## config.mk

```make
export PLATFORM = sky130hd
export DESIGN_NAME = vco_freq_lock_ctrl
export DESIGN_NICKNAME = d
export VERILOG_FILES = /design/src/rtl/vco_freq_lock_ctrl.sv
export SDC_FILE = /design/constraint.sdc
export NUM_CORES = 1
export LEC_CHECK = 0
export BUFFER_PORTS_ARGS = -buffer_cell sky130_fd_sc_hd__clkbuf_2
export CAP_MARGIN = 10
export CORE_ASPECT_RATIO = 0.75
export CORE_UTILIZATION = 42
export DETAILED_ROUTE_END_ITERATION = 10
export GPL_TIMING_DRIVEN = 0
export SKIP_LAST_GASP = 1
export SYNTH_ARGS = -nofsm -noshare
export SYNTH_HDL_FRONTEND = slang
export SYNTH_SLANG_ARGS = --single-unit
```

## constraint.sdc

```tcl
create_clock -name clk_i -period 8.4 [get_ports clk_i]
set_input_delay 0.84 -clock clk_i [delete_from_list [all_inputs] [get_ports clk_i]]
set_output_delay 0.84 -clock clk_i [all_outputs]
set_load 0.02 [all_outputs]
```

## src/rtl/vco_freq_lock_ctrl.sv

```systemverilog
// ============================================================================
// Module   : vco_freq_lock_ctrl
// Purpose  : Frequency-lock controller. It counts feedback ticks per window,
//            binary-searches the vco code, then tracks it in +/-1 steps.
// Revision : 1.0 - initial release
// ============================================================================
`default_nettype none

module vco_freq_lock_ctrl #(
    parameter int RESOLUTION_BITS = 8,
    parameter int COUNT_BITS      = 16,
    parameter int WINDOW_CYCLES   = 1024,
    parameter int TOLERANCE       = 2,
    parameter int LOCK_WINDOWS    = 4
) (
    input  logic                       clk_i,
    input  logic                       arst_ni,
    input  logic                       en_i,
    input  logic [COUNT_BITS-1:0]      target_count_i,
    input  logic                       fb_tick_i,
    output logic [RESOLUTION_BITS-1:0] voltage_ctrl_o,
    output logic [COUNT_BITS-1:0]      measured_count_o,
    output logic                       measure_valid_o,
    output logic                       lock_o
);

    localparam int c_win_w  = (WINDOW_CYCLES > 1) ? $clog2(WINDOW_CYCLES) : 1;
    localparam int c_bit_w  = (RESOLUTION_BITS > 1) ? $clog2(RESOLUTION_BITS) : 1;
    localparam int c_good_w = $clog2(LOCK_WINDOWS + 1);

    localparam logic [c_win_w-1:0]         c_win_last = c_win_w'(WINDOW_CYCLES - 1);
    localparam logic [COUNT_BITS-1:0]      c_cnt_max  = '1;
    localparam logic [RESOLUTION_BITS-1:0] c_code_max = '1;
    localparam logic [RESOLUTION_BITS-1:0] c_code_mid = {1'b1, {(RESOLUTION_BITS-1){1'b0}}};
    localparam logic [c_bit_w-1:0]         c_bit_top  = c_bit_w'(RESOLUTION_BITS - 1);
    localparam logic [c_good_w-1:0]        c_good_max = c_good_w'(LOCK_WINDOWS);
    localparam logic signed [COUNT_BITS:0] c_tol      = (COUNT_BITS+1)'(TOLERANCE);

    typedef enum logic [1:0] {
        ST_IDLE   = 2'd0,
        ST_SEARCH = 2'd1,
        ST_TRACK  = 2'd2
    } state_t;

    state_t                       r_state, w_state;
    logic [RESOLUTION_BITS-1:0]   r_code, w_code;
    logic [COUNT_BITS-1:0]        r_meas, w_meas;
    logic                         r_valid, w_valid;
    logic                         r_lock, w_lock;
    logic [c_win_w-1:0]           r_win, w_win;
    logic [COUNT_BITS-1:0]        r_ticks, w_ticks;
    logic [c_bit_w-1:0]           r_bit, w_bit;
    logic [c_good_w-1:0]          r_good, w_good;

    logic [COUNT_BITS-1:0]        w_ticks_inc;
    logic                         w_last;
    logic signed [COUNT_BITS:0]   w_err;

    // The tick arriving in the last window cycle still belongs to this window.
    assign w_ticks_inc = (r_ticks == c_cnt_max) ? r_ticks : r_ticks + COUNT_BITS'(fb_tick_i);
    assign w_last      = (r_win == c_win_last);
    assign w_err       = $signed({1'b0, w_ticks_inc}) - $signed({1'b0, target_count_i});

    always_ff @(posedge clk_i or negedge arst_ni) begin
        if (!arst_ni) begin
            r_state <= ST_IDLE;
        end else begin
            r_state <= w_state;
        end
    end

    always_comb begin
        w_state = r_state;
        w_code  = r_code;
        w_meas  = r_meas;
        w_valid = 1'b0;
        w_lock  = r_lock;
        w_win   = r_win;
        w_ticks = r_ticks;
        w_bit   = r_bit;
        w_good  = r_good;

        if (!en_i) begin
            // Partial window is abandoned; code and last measurement hold.
            w_state = ST_IDLE;
            w_lock  = 1'b0;
        end else begin
            case (r_state)
                ST_IDLE: begin
                    w_state = ST_SEARCH;
                    w_code  = c_code_mid;
                    w_bit   = c_bit_top;
                    w_win   = '0;
                    w_ticks = '0;
                    w_good  = '0;
                    w_lock  = 1'b0;
                end
                ST_SEARCH, ST_TRACK: begin
                    if (w_last) begin
                        w_meas  = w_ticks_inc;
                        w_valid = 1'b1;
                        w_win   = '0;
                        w_ticks = '0;
                        if (r_state == ST_SEARCH) begin
                            if (w_ticks_inc >= target_count_i) begin
                                w_code[r_bit] = 1'b0;
                            end
                            if (r_bit != '0) begin
                                w_bit         = r_bit - c_bit_w'(1);
                                w_code[w_bit] = 1'b1;
                            end else begin
                                w_state = ST_TRACK;
                            end
                        end else if (w_err > c_tol) begin
                            w_code = (r_code != '0) ? r_code - RESOLUTION_BITS'(1) : r_code;
                            w_good = '0;
                            w_lock = 1'b0;
                        end else if (w_err < -c_tol) begin
                            w_code = (r_code != c_code_max) ? r_code + RESOLUTION_BITS'(1) : r_code;
                            w_good = '0;
                            w_lock = 1'b0;
                        end else begin
                            w_good = (r_good == c_good_max) ? r_good : r_good + c_good_w'(1);
                            w_lock = (w_good == c_good_max);
                        end
                    end else begin
                        w_win   = r_win + c_win_w'(1);
                        w_ticks = w_ticks_inc;
                    end
                end
                default: begin
                    w_state = ST_IDLE;
                    w_lock  = 1'b0;
                end
            endcase
        end
    end

    always_ff @(posedge clk_i or negedge arst_ni) begin
        if (!arst_ni) begin
            r_code  <= '0;
            r_meas  <= '0;
            r_valid <= 1'b0;
            r_lock  <= 1'b0;
            r_win   <= '0;
            r_ticks <= '0;
            r_bit   <= '0;
            r_good  <= '0;
        end else begin
            r_code  <= w_code;
            r_meas  <= w_meas;
            r_valid <= w_valid;
            r_lock  <= w_lock;
            r_win   <= w_win;
            r_ticks <= w_ticks;
            r_bit   <= w_bit;
            r_good  <= w_good;
        end
    end

    assign voltage_ctrl_o   = r_code;
    assign measured_count_o = r_meas;
    assign measure_valid_o  = r_valid;
    assign lock_o           = r_lock;

endmodule

`default_nettype wire
```

* Yosys cells after proc, flatten, opt, wreduce, memory -nomap -nowiden
Index checks and enable logic that the tools add are counted.
** Storage, ports and cells
- Register bits after elaboration :: 60
- Output and inout port bits :: 26
** Cells by class
- $add $sub $neg :: 7
- $lt $le $gt $ge :: 7
- Eq/ne operators :: 18
- Multiplexer cells :: 46
- Bitwise gates (word level) :: 3
- Reductions and logical operators :: 14
** Operators by type and width (number)
- 8-bit two-way mux :: 12
- 16-bit two-way mux :: 2
- 16-bit one-hot mux with 2 select lines :: 1
- 3-bit two-way mux :: 8
- 10-bit one-hot mux with 2 select lines :: 1
- 17-bit by 3-bit > comparator with 1-bit output (second input constant) :: 1
- 17-bit by 2-bit < comparator with 1-bit output (second input constant) :: 1
- 16-bit by 16-bit subtractor with 17-bit output :: 1
- 16-bit by 1-bit adder with 16-bit output :: 1
- 16-bit equality test (second input constant) :: 1
- 16-bit greater-or-equal comparator :: 1
- 8-bit one-hot mux with 2 select lines :: 1
- 3-bit inequality test (second input constant) :: 4
- 4-bit inequality test (second input constant) :: 3
- 3-bit one-hot mux with 2 select lines :: 2
- 1-bit two-way mux :: 11
- 10-bit by 1-bit adder with 10-bit output (second input constant) :: 1
- 10-bit equality test (second input constant) :: 1
- 10-bit two-way mux :: 1
- 8-bit by 1-bit adder with 8-bit output (second input constant) :: 1
- 8-bit bitwise AND :: 1
- 3-bit by 4-bit < comparator with 1-bit output (second input constant) :: 2
- 2-bit two-way mux :: 4
- 2-bit inequality test (second input constant) :: 4
- 23 further kinds :: 29

* Logic depth before layout (Yosys ltp)
Gate-level depths: netlist of the first run.
- Word-level depth :: 16
- Depth in mapped cells :: 27
- Mapped depth without buffers :: 24

* Worst setup path after synthesis of the first run
No wires, ideal clock.
- Path kind :: register to register
- Start :: reg r_ticks[8]
- End :: reg r_code[4] (netlist: voltage_ctrl_o[4])
- Setup time :: 87 ps
- Arrival time :: 5216 ps
- Required time :: 8313 ps
- Slack :: 3097 ps
- Stages on the path, launching flop included :: 26
- Period minus slack after synthesis :: 5303 ps
- Cells stage by stage :: dfrtp_1 > buf_2 > nand3_1 > nor3_1 > nand3_1 > or3_1 > and4_1 > and3_1 > clkbuf_1 > xor2_1 > ha_1 > buf_6 > a21oi_1 > a211o_1 > a21oi_1 > o31ai_2 > xor2_1 > nor3_2 > a21oi_4 > xor2_1 > ha_1 > nor4_1 > nor3_1 > o31ai_1 > a41oi_1 > o211ai_1
** Between the ends
- Longest elaborated chain between the ends :: 13
- Elaborated cells between the ends (all ways) :: 22
- Classes of those cells :: add/sub (2); order compare (3); eq/ne (4); mux (11); bitwise (1); reduce/logical (1)
** Ends and longest elaborated chain
- start, declared :: line 51 : logic [COUNT_BITS-1:0] r_ticks, w_ticks;
- start signal, assigned :: line 155 : r_ticks <= w_ticks;
- 16-bit equality test (*) :: line 60 : assign w_ticks_inc = (r_ticks == c_cnt_max) ? r_ticks : r_ticks + COUNT_BITS'(fb_tick_i);
- 16-bit two-way mux (*) :: line 60
- named net w_ticks_inc[7] :: line 55 : logic [COUNT_BITS-1:0] w_ticks_inc;
- branches (longest 11 deep; another with 16-bit by 16-bit subtractor with 17-bit output)
- end signal, assigned :: line 150 : r_code <= w_code;
- end, declared :: line 46 : logic [RESOLUTION_BITS-1:0] r_code, w_code;
Mark *: on every way through the listed nets, which the timed path passes. The select of a mux whose other input is x is not followed.
A chain may end at the register's enable or synchronous reset.

* Worst setup path in the final report of the first run
- Start :: reg r_ticks[8]
- End :: reg r_code[4] (netlist: voltage_ctrl_o[4])
** Between the ends
- Longest elaborated chain between the ends :: 13
- Elaborated cells between the ends (all ways) :: 22
- Classes of those cells :: add/sub (2); order compare (3); eq/ne (4); mux (11); bitwise (1); reduce/logical (1)
** Ends and longest elaborated chain (line)
- 16-bit by 1-bit adder with 16-bit output or 16-bit equality test (tied branches) :: 60
- 16-bit two-way mux (*) :: 60
- named net w_ticks_inc[11] :: 55
- branches (longest 11 deep; another with 16-bit by 16-bit subtractor with 17-bit output)
Marks and branches as above.

==> results of run 1 <==
-- through the flow --
stage / power [mW] / util / hold slack, ns
after floorplan: 0.468 / - / 0.442
after global placement: 0.526 / 0.472 / 0.473
after detailed placement: 0.532 / 0.472 / 0.500
after CTS: 0.913 / 0.499 / 0.512
after global routing: 0.952 / 0.499 / 0.537
final: 0.905 / 0.499 / 0.500
-- how the worst max path moves through the flow --
stage                from           endpoint  slack (ns)  cells after the start
2_1_floorplan  r_ticks[8]  voltage_ctrl_o[4]        3.10                     25
3_3_place_gp   r_ticks[8]  voltage_ctrl_o[6]        2.28                     27
3_5_place_dp   r_ticks[8]  voltage_ctrl_o[4]        2.06                     27
4_1_cts        r_ticks[8]  voltage_ctrl_o[4]        2.03                     27
5_1_grt        r_ticks[8]  voltage_ctrl_o[4]        1.51                     27
6_report       r_ticks[8]  voltage_ctrl_o[4]        1.98                     27
-- where the power goes --
part           switching (mW)  internal [mW]
Combinational           0.139         0.0710
Sequential             0.0184          0.302
Clock                   0.145          0.230
-- area by class of cell --
type,instances,area share
Clock buffer,10,0.0415
Multi-Input combinational cell,441,0.553
Buffer,25,0.0209
Tap cell,140,0.0318
Timing Repair Buffer,45,0.0413
Inverter,41,0.0279
Clock inverter,6,0.0116
Sequential cell,60,0.272
-- per-layer routing --
metal,vias to the layer above,share of wire
li1,2199,-
met1,2206,0.50
met2,98,0.45
met3,9,0.040
met4,0,0.0085
met5,-,0
-- state kept, by name, indices dropped and copies added, names as in the netlist --
register	cells
measured_count_o	16
r_ticks	16
r_win	10
voltage_ctrl_o	8
r_bit	3
r_good	3
r_state	2
lock_o	1
measure_valid_o	1
-- cells by family after synthesis --
group | Yosys count | synth area share
mux | 22 | 0.0491
buf+inv | 66 | 0.0558
xor+xnor | 25 | 0.0470
fa+ha+maj | 29 | 0.0768
simple gates | 203 | 0.217
compound gates | 162 | 0.243
flops | 60 | 0.311
-- Yosys cell counts (9+ instances only) --
| cell | n | area share |
|---|---|---|
| sky130_fd_sc_hd__nor3_1 | 10 | 0.010 |
| sky130_fd_sc_hd__inv_1 | 41 | 0.032 |
| sky130_fd_sc_hd__o211ai_1 | 9 | 0.014 |
| sky130_fd_sc_hd__o21ai_0 | 37 | 0.038 |
| sky130_fd_sc_hd__xnor2_1 | 12 | 0.022 |
| sky130_fd_sc_hd__nor2_1 | 38 | 0.030 |
| sky130_fd_sc_hd__a31oi_1 | 10 | 0.013 |
| sky130_fd_sc_hd__nand2_1 | 55 | 0.043 |
| sky130_fd_sc_hd__dfrtp_1 | 60 | 0.31 |
| sky130_fd_sc_hd__and3_1 | 11 | 0.014 |
| sky130_fd_sc_hd__nand3_1 | 26 | 0.027 |
| sky130_fd_sc_hd__ha_1 | 28 | 0.073 |
| sky130_fd_sc_hd__xor2_1 | 12 | 0.022 |
| sky130_fd_sc_hd__a21oi_1 | 33 | 0.034 |
| sky130_fd_sc_hd__o31ai_1 | 9 | 0.014 |
| sky130_fd_sc_hd__mux2_2 | 13 | 0.030 |
| sky130_fd_sc_hd__mux2i_1 | 9 | 0.019 |
| sky130_fd_sc_hd__nand2b_1 | 10 | 0.013 |
| sky130_fd_sc_hd__nand4_1 | 15 | 0.019 |
| sky130_fd_sc_hd__clkbuf_1 | 16 | 0.012 |
-- worst max-delay path: stages (launching register included) --
cell                       delay [ns]
sky130_fd_sc_hd__dfrtp_1         0.32
sky130_fd_sc_hd__buf_2           0.16
sky130_fd_sc_hd__nand3_1         0.13
sky130_fd_sc_hd__nor3_1          0.27
sky130_fd_sc_hd__nand3_1         0.17
sky130_fd_sc_hd__or3_1           0.48
sky130_fd_sc_hd__and4_1          0.27
sky130_fd_sc_hd__and3_1          0.18
sky130_fd_sc_hd__clkbuf_1        0.19
sky130_fd_sc_hd__nand2_1         0.13
sky130_fd_sc_hd__nor2_1          0.06
sky130_fd_sc_hd__xnor2_1         0.28
sky130_fd_sc_hd__ha_1            0.30
sky130_fd_sc_hd__clkbuf_1        0.22
sky130_fd_sc_hd__a21oi_1         0.33
sky130_fd_sc_hd__nor2_1          0.09
sky130_fd_sc_hd__nor2_1          0.15
sky130_fd_sc_hd__o31ai_2         0.09
sky130_fd_sc_hd__xor2_1          0.18
sky130_fd_sc_hd__nor3_2          0.44
sky130_fd_sc_hd__a21oi_4         0.19
sky130_fd_sc_hd__xor2_1          0.18
sky130_fd_sc_hd__ha_1            0.24
sky130_fd_sc_hd__nor4_1          0.49
sky130_fd_sc_hd__nor3_1          0.12
sky130_fd_sc_hd__o31ai_1         0.29
sky130_fd_sc_hd__a41oi_1         0.15
sky130_fd_sc_hd__o211ai_1        0.23
==> key figures, run 1 <==
Clock tree
  • Maximum root-to-sink buffer count: 2
  • Post-CTS Hold Fix Bufs: 0
  • Clock input transition at the sequential cells of the worst setup and hold paths: 0.06 ns
  • H-tree levels: 3
  • TritonCTS clock tree: done
  • Inserted Clock Buffers: 9
  • Buffer type at the clock tree root: sky130_fd_sc_hd__clkbuf_16
  • Clock tree sinks: 60
  • Clk Latency, worst-skew pair: 0.34 ns
  • Number of gates resized after CTS: 0
  • Post-CTS Setup Repair Bufs: 0

Drt
  • Routed wire length per instance: 16.9 µm
  • Total via count in the routed design: ~4500
  • Router iterations before antenna repair: 5
  • DR vias/cell: 5.88
  • DRC violations left: 0
  • ANT nets after route: 0
  • Detailed router's first-iteration violation count: 335
  • Total Wirelength: 13.0 mm

Synthesis
  • Number of enable flip-flop cells after synthesis: 0
  • Net count of the mapped netlist: 616
  • Post-Syn Instances: 567
  • Sequential-to-total area share from yosys stat: 0.311
  • Yosys Warn Count: 0
  • Average cell area after synthesis: roughly 8.5 µm²
  • Unique cell type count in the Yosys netlist: between 60 and 70
  • Most used flip-flop cell after synthesis: sky130_fd_sc_hd__dfrtp_1
  • Yosys reg bits: 60
  • Share of flip-flops with an asynchronous set or reset: 1.00
  • Cell area after technology mapping: around 4800 µm²

Cells and area
  • Layout Cell Area excl Fill: approximately 5500 µm²
  • Layout overhead on the synthesized area: 14.4%
  • Layout cell share with drive strength beyond 1: 0.156
  • Most common library cell in the layout ignoring fill and taps: sky130_fd_sc_hd__dfrtp_1
  • Non-Filler Instances: 768
  • Count of nets after finishing: approximately 670
  • Number of antenna repair diodes: 0
  • Multi-input gate area: just over 3000 µm²
  • Top library cells by usage in the layout, fill and taps aside: 60 x sky130_fd_sc_hd__dfrtp_1, 55 x sky130_fd_sc_hd__nand2_1, 44 x sky130_fd_sc_hd__clkbuf_2
  • # fillers: 1085
  • FF/Latch Area: about 1500 µm²

Critical path
  • Crit path kind: reg2reg
  • Required time at the worst-slack endpoint: 8.64 ns
  • Reg2Reg Capture Point: voltage_ctrl_o[4]
  • Crit path arrival time: 6.67 ns
  • Worst setup SP type: flop
  • CP Max Fanout: 10
  • Worst r2r src: r_ticks[8]
  • Critical Path Sink Type: flop
  • Slack of the worst reg-to-reg path: 1.98 ns
  • Number of cells on the worst reg-to-reg path: 27

GRT
  • Antenna violations before repair: 0
  • Via count of the first global-routing pass: 4232
  • Gr ovfl total: 0
  • Routing usage on met1: 0.331
  • Met2 track demand over resource in global routing: 0.361
  • Pin count of the biggest net entering global routing: 61
  • Total routing resource utilization after global routing: 0.232
  • Layer carrying the most global-route usage: met2
  • Met3 track utilization from global routing: 0.0459
  • Wire length of the first global-routing pass: 21.6 mm

Job
  • Max-cap violation count: 0

Hold path
  • Class of the tightest hold or removal check: reg2reg
  • Min-Delay Endpoint: r_win[6]
  • Launch point of the worst hold path: r_win[6]
  • Number of cells on the worst hold path: 1

Timing
  • Setup repair after global routing missed its margin: no
  • Fin. Hold Viols: 0
  • Part of the cycle the worst path needs: 0.765
  • Total Neg Setup Slack: 0 ns
  • Relative slew margins: 0.428
  • Setup slack of the critical path after layout: 1.98 ns
  • Setup clock skew after layout: 0.00914 ns
  • Max Transition Viols Final: 0
  • Final period demand of the worst path: 6.42 ns
  • Slew of the pin with the lowest slew margin: 0.858 ns
  • FMAX: between 150 and 200 MHz
  • Endpoints failing setup: 0

Placed design
  • Cell area after placement: 5220 µm²
  • Quantity of I/O buffers inserted on ports: between 40 and 50
  • Placed Instances: 752
  • Final weighted congestion of routability-driven global placement: 0.950
  • Worst setup timing slack at the placement stage: ~2 ns
  • DP Wirelength: ~9.9 mm

Outcome
  • Status: finished clean

Power
  • Worst IR drop on VDD: 0.0000947 V
  • Leakage power total: 2.52 nW
  • Power Dens Cells: 164 nW/µm²

Floorplan
  • Chip height: 94.8 µm
  • Full die area: 11900 µm²
  • Horizontal extent of the die: about 130 µm
  • Core footprint: roughly 11000 µm²
  • Row cnt: 33
  • Starting density of the core: 0.436
  • Number of top-level pins: 46
(Power assumes the default switching activity.)
==> inputs of run 2 (changes only) <==
Clock period 8.4 ns to 6.4 ns, I/O delays scaled along.
==> key figures, run 2 (synthesis results as in run 1) <==
Critical path
  • Top cell family by delay on the critical path: simple AND/OR/NAND/NOR gates
  • CP max stage cell: sky130_fd_sc_hd__or3_1
  • Critical Path Sink Type: flop
  • Critical Path Most Common Cell: sky130_fd_sc_hd__nand3_1
  • CP Max Fanout: 9
  • Crit path kind: reg2reg
  • Count of buffer and inverter cells on the critical path: 3
  • Critical path depth in cells: 26
  • Stage delay of the slowest cell on the critical path: ~0.48 ns
  • Required time at the worst-slack endpoint: 6.65 ns
  • Number of cells on the worst reg-to-reg path: 26
  • Worst setup SP type: flop
  • Crit path arrival time: 6.14 ns

GRT
  • Wire length of the first global-routing pass: around 22 mm
  • Total routing resource utilization after global routing: 0.232
  • Gr ovfl total: 0
  • Antenna violations before repair: 0
  • Via count of the first global-routing pass: 4232
  • Pin count of the biggest net entering global routing: 61

Timing
  • Part of the cycle the worst path needs: 0.921
  • Max Transition Viols Final: 0
  • Fin. Hold Viols: 0
  • Total Neg Setup Slack: 0 ns
  • Relative slew margins: 0.425
  • Setup repair after global routing missed its margin: no
  • Slew of the pin with the lowest slew margin: roughly 0.86 ns
  • Setup clock skew after layout: 0.00929 ns
  • Endpoints failing setup: 0
  • Final period demand of the worst path: 5.89 ns
  • FMAX: roughly 170 MHz

Cells and area
  • Multi-input gate area: between 3000 and 4000 µm²
  • FF/Latch Area: 1500 µm²
  • Top library cells by usage in the layout, fill and taps aside: 60 x sky130_fd_sc_hd__dfrtp_1, 55 x sky130_fd_sc_hd__nand2_1, 44 x sky130_fd_sc_hd__clkbuf_2
  • # fillers: 1073
  • Number of antenna repair diodes: 0
  • Most common library cell in the layout ignoring fill and taps: sky130_fd_sc_hd__dfrtp_1
  • Non-Filler Instances: 771
  • Layout cell share with drive strength beyond 1: 0.174
  • Layout overhead on the synthesized area: 16.1%
  • Count of nets after finishing: 675
  • Layout Cell Area excl Fill: 5600 µm²

Clock tree
  • H-tree levels: 3
  • Buffer type at the clock tree root: sky130_fd_sc_hd__clkbuf_16
  • Maximum root-to-sink buffer count: 2
  • Clock input transition at the sequential cells of the worst setup and hold paths: 0.06 ns
  • TritonCTS clock tree: done
  • Clock tree sinks: 60
  • Inserted Clock Buffers: 9
  • Post-CTS Hold Fix Bufs: 0
  • Clk Latency, worst-skew pair: roughly 0.34 ns

Floorplan
  • Row cnt: 33
  • Chip height: 94.8 µm
  • Core footprint: 11100 µm²
  • Number of top-level pins: 46
  • Horizontal extent of the die: 126 µm
  • Full die area: roughly 12000 µm²
  • Starting density of the core: 0.436

Placed design
  • Final weighted congestion of routability-driven global placement: 0.950
  • Quantity of I/O buffers inserted on ports: 45
  • DP Wirelength: 9.90 mm
  • Cell area after placement: 5220 µm²
  • Placed Instances: 752

Drt
  • DR vias/cell: 5.88
  • Routed wire length per instance: 16.9 µm
  • Total Wirelength: 13.1 mm
  • Router iterations before antenna repair: 5
  • DRC violations left: 0
  • ANT nets after route: 0
  • Total via count in the routed design: 4533
  • Detailed router's first-iteration violation count: 337

Power
  • Leakage power total: 2.55 nW
  • Worst IR drop on VDD: 0.000124 V
  • Power Dens Cells: 214 nW/µm²

Outcome
  • Status: finished clean

Hold path
  • Class of the tightest hold or removal check: in2async

Job
  • Max-cap violation count: 0
run 2: path summary, 6_finish.rpt:
| kind | end | slack [ns] | from |
|---|---|---|---|
| worst max-delay path | voltage_ctrl_o[4] | 0.51 | r_ticks[8] |
| worst min-delay path | r_ticks[4] | 0.44 | arst_ni |
| worst max register to register | voltage_ctrl_o[4] | 0.51 | r_ticks[8] |
| worst min register to register | r_win[6] | 0.50 | r_win[6] |
| max in group asynchronous | r_ticks[11] | 5.40 | arst_ni |
| min in group clk_i | r_win[6] | 0.50 | r_win[6] |
run 2: repair_timing:
action,4_1_cts,5_1_grt
setup buffers,0,4
setup endpoints to repair,0,2
gates resized for setup,0,11
run 2: layer usage:
layer | vias up | GRT usage | routed length (µm)
met3 | 12 | 0.0459 | 519
met4 | 0 | 0.0528 | 132
li1 | 2200 | - | -
met1 | 2212 | 0.331 | 6530
met2 | 109 | 0.361 | 5870
met5 | - | 0 | 0
run 2: where the power goes:
part | internal [mW] | switching (mW)
Combinational | 0.0980 | 0.186
Sequential | 0.396 | 0.0255
Clock | 0.301 | 0.190
run 2: metrics by stage:
stage | setup slack [ns] | power, mW | util | hold slack, ns
after global placement | 0.277 | 0.690 | 0.472 | 0.473
after detailed placement | 0.0612 | 0.698 | 0.472 | 0.500
after global routing | 0.0853 | 1.26 | 0.506 | 0.511
after CTS | 0.0293 | 1.20 | 0.499 | 0.471
after floorplan | 1.10 | 0.614 | - | 0.344
final | 0.506 | 1.20 | 0.506 | 0.444
run 2: cell type report:
class                           instances  share of cell area
Clock buffer                           10              0.0409
Timing Repair Buffer                   49              0.0461
Multi-Input combinational cell        441               0.555
Tap cell                              140              0.0313
Sequential cell                        60               0.268
Buffer                                 24              0.0199
Clock inverter                          6              0.0114
Inverter                               41              0.0275
